`src/rtl/riscv_program_loader.sv`:
```
// riscv_program_loader: writes a framed, checksummed byte stream into instruction memory
//   clk        : system clock, rising-edge
//   a_rst      : asynchronous active-high reset
//   start      : one-cycle pulse arming the loader for a new frame (ignored while busy)
//   in_data    : stream byte, transferred when in_valid && in_ready
//   in_valid   : in_data holds a byte
//   in_ready   : loader accepts a byte this cycle
//   mem_w_en   : one-cycle write strobe per assembled word
//   mem_w_addr : byte address of the word being written
//   mem_w_data : assembled little-endian instruction word
//   core_hold  : holds the core in reset until a frame loads successfully
//   busy       : a frame is in progress
//   done       : sticky, last frame loaded with matching checksum
//   error      : sticky, last frame rejected
module riscv_program_loader #(
    parameter int ADDR_WIDTH = 32,
    parameter int MAX_WORDS  = 64,
    parameter int START_ADDR = 0
) (
    input  logic                  clk,
    input  logic                  a_rst,
    input  logic                  start,
    input  logic [7:0]            in_data,
    input  logic                  in_valid,
    output logic                  in_ready,
    output logic                  mem_w_en,
    output logic [ADDR_WIDTH-1:0] mem_w_addr,
    output logic [31:0]           mem_w_data,
    output logic                  core_hold,
    output logic                  busy,
    output logic                  done,
    output logic                  error
);
    localparam int WI = $clog2(MAX_WORDS + 1);

    typedef enum logic [2:0] {IDLE, LEN_LO, LEN_HI, DATA, CHECK, DONE, ERROR} state_t;

    state_t        state;
    logic [15:0]   len;
    logic [WI-1:0] word_idx;
    logic [1:0]    byte_idx;
    logic [7:0]    sum;
    logic [23:0]   word;
    logic          xfer;
    logic [15:0]   len_full;

    assign xfer     = in_valid && in_ready;
    assign len_full = {in_data, len[7:0]};

    // in_ready and busy are registered, so they are updated together with
    // every transition into or out of the byte-accepting states.
    always_ff @(posedge clk or posedge a_rst) begin
        if (a_rst) begin
            state      <= IDLE;
            in_ready   <= 1'b0;
            mem_w_en   <= 1'b0;
            mem_w_addr <= ADDR_WIDTH'(START_ADDR);
            mem_w_data <= 32'd0;
            core_hold  <= 1'b1;
            busy       <= 1'b0;
            done       <= 1'b0;
            error      <= 1'b0;
            len        <= 16'd0;
            word_idx   <= '0;
            byte_idx   <= 2'd0;
            sum        <= 8'd0;
            word       <= 24'd0;
        end else begin
            mem_w_en <= 1'b0;
            case (state)
                IDLE, DONE, ERROR: begin
                    if (start) begin
                        state     <= LEN_LO;
                        in_ready  <= 1'b1;
                        busy      <= 1'b1;
                        done      <= 1'b0;
                        error     <= 1'b0;
                        core_hold <= 1'b1;
                        word_idx  <= '0;
                        byte_idx  <= 2'd0;
                        sum       <= 8'd0;
                    end
                end
                LEN_LO: begin
                    if (xfer) begin
                        len[7:0] <= in_data;
                        state    <= LEN_HI;
                    end
                end
                LEN_HI: begin
                    if (xfer) begin
                        len[15:8] <= in_data;
                        if (len_full > 16'(MAX_WORDS)) begin
                            state    <= ERROR;
                            error    <= 1'b1;
                            in_ready <= 1'b0;
                            busy     <= 1'b0;
                        end else begin
                            state <= (len_full == 16'd0) ? CHECK : DATA;
                        end
                    end
                end
                DATA: begin
                    if (xfer) begin
                        sum      <= sum + in_data;
                        byte_idx <= byte_idx + 2'd1;
                        if (byte_idx == 2'd3) begin
                            // Fourth byte completes the word; write it straight from the input.
                            mem_w_en   <= 1'b1;
                            mem_w_addr <= ADDR_WIDTH'(START_ADDR) + ADDR_WIDTH'({word_idx, 2'b00});
                            mem_w_data <= {in_data, word};
                            word_idx   <= word_idx + WI'(1);
                            if (16'(word_idx) == len - 16'd1)
                                state <= CHECK;
                        end else begin
                            word[{byte_idx, 3'b000} +: 8] <= in_data;
                        end
                    end
                end
                CHECK: begin
                    if (xfer) begin
                        in_ready <= 1'b0;
                        busy     <= 1'b0;
                        if (in_data == sum) begin
                            state     <= DONE;
                            done      <= 1'b1;
                            core_hold <= 1'b0;
                        end else begin
                            state <= ERROR;
                            error <= 1'b1;
                        end
                    end
                end
                default: state <= IDLE;
            endcase
        end
    end
endmodule
```
`config.mk`:
```
export PLATFORM = sky130hd
export DESIGN_NAME = riscv_program_loader
export DESIGN_NICKNAME = d
export VERILOG_FILES = /design/src/rtl/riscv_program_loader.sv
export SDC_FILE = /design/constraint.sdc
export NUM_CORES = 1
export LEC_CHECK = 0
export CORE_ASPECT_RATIO = 0.6
export CORE_UTILIZATION = 49
export DETAILED_ROUTE_END_ITERATION = 8
export PLACE_DENSITY = 0.88
export SLEW_MARGIN = 40
export SYNTH_ARGS = -nofsm -noshare
export SYNTH_HDL_FRONTEND = slang
export SYNTH_SLANG_ARGS = --single-unit
```
`constraint.sdc`:
```
create_clock -name clk -period 4.2 [get_ports clk]
set_clock_uncertainty 0.05 [all_clocks]
set_input_delay 1.26 -clock clk [delete_from_list [all_inputs] [get_ports clk]]
set_output_delay 1.26 -clock clk [all_outputs]
set_load 0.01 [all_outputs]
```
==> results.txt <==
WS Path Type: in2reg
Final Non-Filler Cells: 784
CP max FO: 3
vias after detailed routing: 4232
hold path depth: 2
fin crit share: 0.835
Die H: 82.6 um
Final Hold Fails: 0
Worst path top cell family by delay: compound AO/OA/AOI/OAI gates
Post-synth EDFFs: 0
Crit. End Element: flip-flop
Crit path largest cell delay: 680 ps
Initial DRT Pass Iterations: 5
Clk pin slew, worst setup/hold paths: 70 ps
final instance area: 6280 um^2
Synth Warn #: 0
slew at the pin closest to its max-slew limit: 759 ps
dpl cells: 768
RSZ-0062 raised after global routing: false
Max clock buf depth: 2
f_max: 0.285 GHz
post-synth top area cell: dfrtp_1
Post-DP Area: 5960 um^2
worst min path class: reg2reg
global route overflow: 0
hold-fix buffers at CTS: 0
outcome: finished, final reports clean
worst reg2reg path startpoint: state[1]
Final setup viols: 0
vias per cell: 5.40
Top FF cell, synth: dfrtp_1
Post-synth top cells: 198 x nand2_1, 103 x dfrtp_1, 43 x o21ai_0
Core Footprint: 10600 um^2
Yosys cell types: 67
synth-to-layout area growth: 18.3%
number of setup buffers added after CTS: 0
Total Power: 3.40 mW
clk_lat worst skew: 360 ps
chip width: 136 um
initial core utilization: 0.503
drt wl/cell: 15.7 um
CTS Root Cell: clkbuf_16
Resized Gates After CTS: 0
I/O Buffers: 56
fraction of layout cells with a size suffix above 1: 0.0915
synthesis-stage register bit count: 104
P per Cell Area: 542 nW/um^2
critical path's slowest cell: a2111oi_0
DR iter-0 viols: 353
Rows: 29
FF-to-FF End: word[15]
syn avg cell area: 9.09 um^2
fillers: 890
Final ANT Viol Nets: 0
area of the multi-input gates: 2460 um^2
overall routing resource usage: 0.235
Worst Reg-to-Reg Cells: 6
worst path bufs/invs: 1
TritonCTS clock tree: built
largest net degree at the start of global routing: 58
crit path launch type: input pin
routability cong.: 0.876
FF/Latch Area: 2600 um^2
Synth area leaders: dfrtp_1 49%, nand2_1 14%, o21ai_0 4.1%
max_slew headroom: 0.481
Detailed Place HPWL: 8.55 mm
Clock Sink Count: 104
die area: 11300 um^2
number of global-route vias before repair: 3968
fin nets: 667
Routed WL: 12.3 mm
post-synthesis sequential area ratio: 0.491
Total Neg Setup Slack: 0 ps
CTS H-tree depth: 3
Synth top area share: 0.486
worst path required time: 4390 ps
FFs w/ async S/R, synth: 1.00
final slew viol count: 0
minimum clock period: 3510 ps
ant diodes: 0
Mapped Cells: 584
most common cell in the netlist: nand2_1
LEAKAGE: 2.91 nW
Inserted Clock Buffers: 9
reg2reg setup slack: 1490 ps
critical path arrival: 3700 ps
first-pass GRT wire length: 19.9 mm
IO Pins: 82
initial antenna violation count: 0
Hold EP: mem_w_data[15]
worst path cell trace: clkdlybuf4s50_1 > ha_1 > a21oi_1 > o21ai_0 > a2111oi_0 > nor2_1 > xnor2_1 > a31o_1
worst hold start: word[15]
DRC violations left: 0
max-capacitance violation count: 0
VDD IR max: 0.389 mV
Mapped Area: 5310 um^2
hold slack: 421 ps
layer usage:
layer | up-vias | GRT usage | routed length [um]
met3 | 19 | 0.0714 | 950
met4 | 0 | 0.0611 | 151
met1 | 2053 | 0.332 | 5840
met5 | - | 0 | 0
met2 | 148 | 0.350 | 5380
li1 | 2012 | - | -
layout by cell type (no fill, tap or decap), drive strengths merged, types with 2 or more instances in the layout:
| cell | n |
|---|---|
| o31ai | 3 |
| a22oi | 2 |
| xor2 | 8 |
| a31oi | 3 |
| a21oi | 9 |
| xnor2 | 12 |
| nor3b | 3 |
| ha | 14 |
| nand2 | 198 |
| clkdlybuf4s50 | 56 |
| nand2b | 3 |
| nand4 | 2 |
| nand4b | 2 |
| and2 | 2 |
| a2111oi | 3 |
| o211a | 2 |
| mux2 | 14 |
| conb | 25 |
| nor4 | 5 |
| o21a | 3 |
| nor2 | 22 |
| inv | 18 |
| and3 | 2 |
| nor2b | 2 |
| o22ai | 7 |
| dfrtp | 103 |
| and2b | 2 |
| nor3 | 11 |
| clkbuf | 11 |
| nand3 | 4 |
| or3 | 6 |
| buf | 13 |
| a31o | 2 |
| o21bai | 2 |
| a21o | 4 |
| o21ai | 46 |
area by class of cell:
cell class,instances,area share
repair buffers,69,0.107
well taps,139,0.0277
flip-flops and latches,104,0.415
inverters,16,0.0104
clock inverters,5,0.0102
multi-input cells,440,0.391
clock buffers,11,0.0387
worst max path at each step:
stage | start | end | slack [ps] | cells after the start
2_1_floorplan | a_rst | busy | 160 | 1
3_3_place_gp | in_data[1] | sum[7] | 510 | 8
3_5_place_dp | in_data[1] | sum[7] | 420 | 8
4_1_cts | in_data[1] | sum[7] | 780 | 8
5_1_grt | in_data[1] | sum[7] | 650 | 8
6_report | in_data[1] | sum[7] | 690 | 8
worst reg2reg max path, delay by kind of cell (launching register included):
family	cells	cell delay (ps)
AO/OA/AOI/OAI	1	110
flip-flops	1	690
AND/OR/NAND/NOR	5	1730
report_power, final:
group / internal, mW / switching (mW)
Clock: 0.484 / 0.379
Combinational: 0.503 / 0.609
Sequential: 1.19 / 0.241
sequential cells by signal (all words and copies together), names as in the netlist, 2 cells and up:
signal      count
byte_idx        2
len            16
mem_w_addr      7
mem_w_data     32
state           3
sum             8
word           24
word_idx        7
metrics by stage:
step	util	setup WS, ps
CTS	0.593	779
floorplan	-	159
detailed placement	0.564	423
finish	0.594	694
global placement	0.564	515
global route	0.594	652
logic make-up after synthesis:
logic type	synth area share
flops	0.491
simple gates	0.223
xor+xnor	0.0330
fa+ha+maj	0.0368
other cells	0.000707
mux	0.0297
buf+inv	0.0663
compound gates	0.120
No activity file was read; power rests on OpenSTA's default activity.
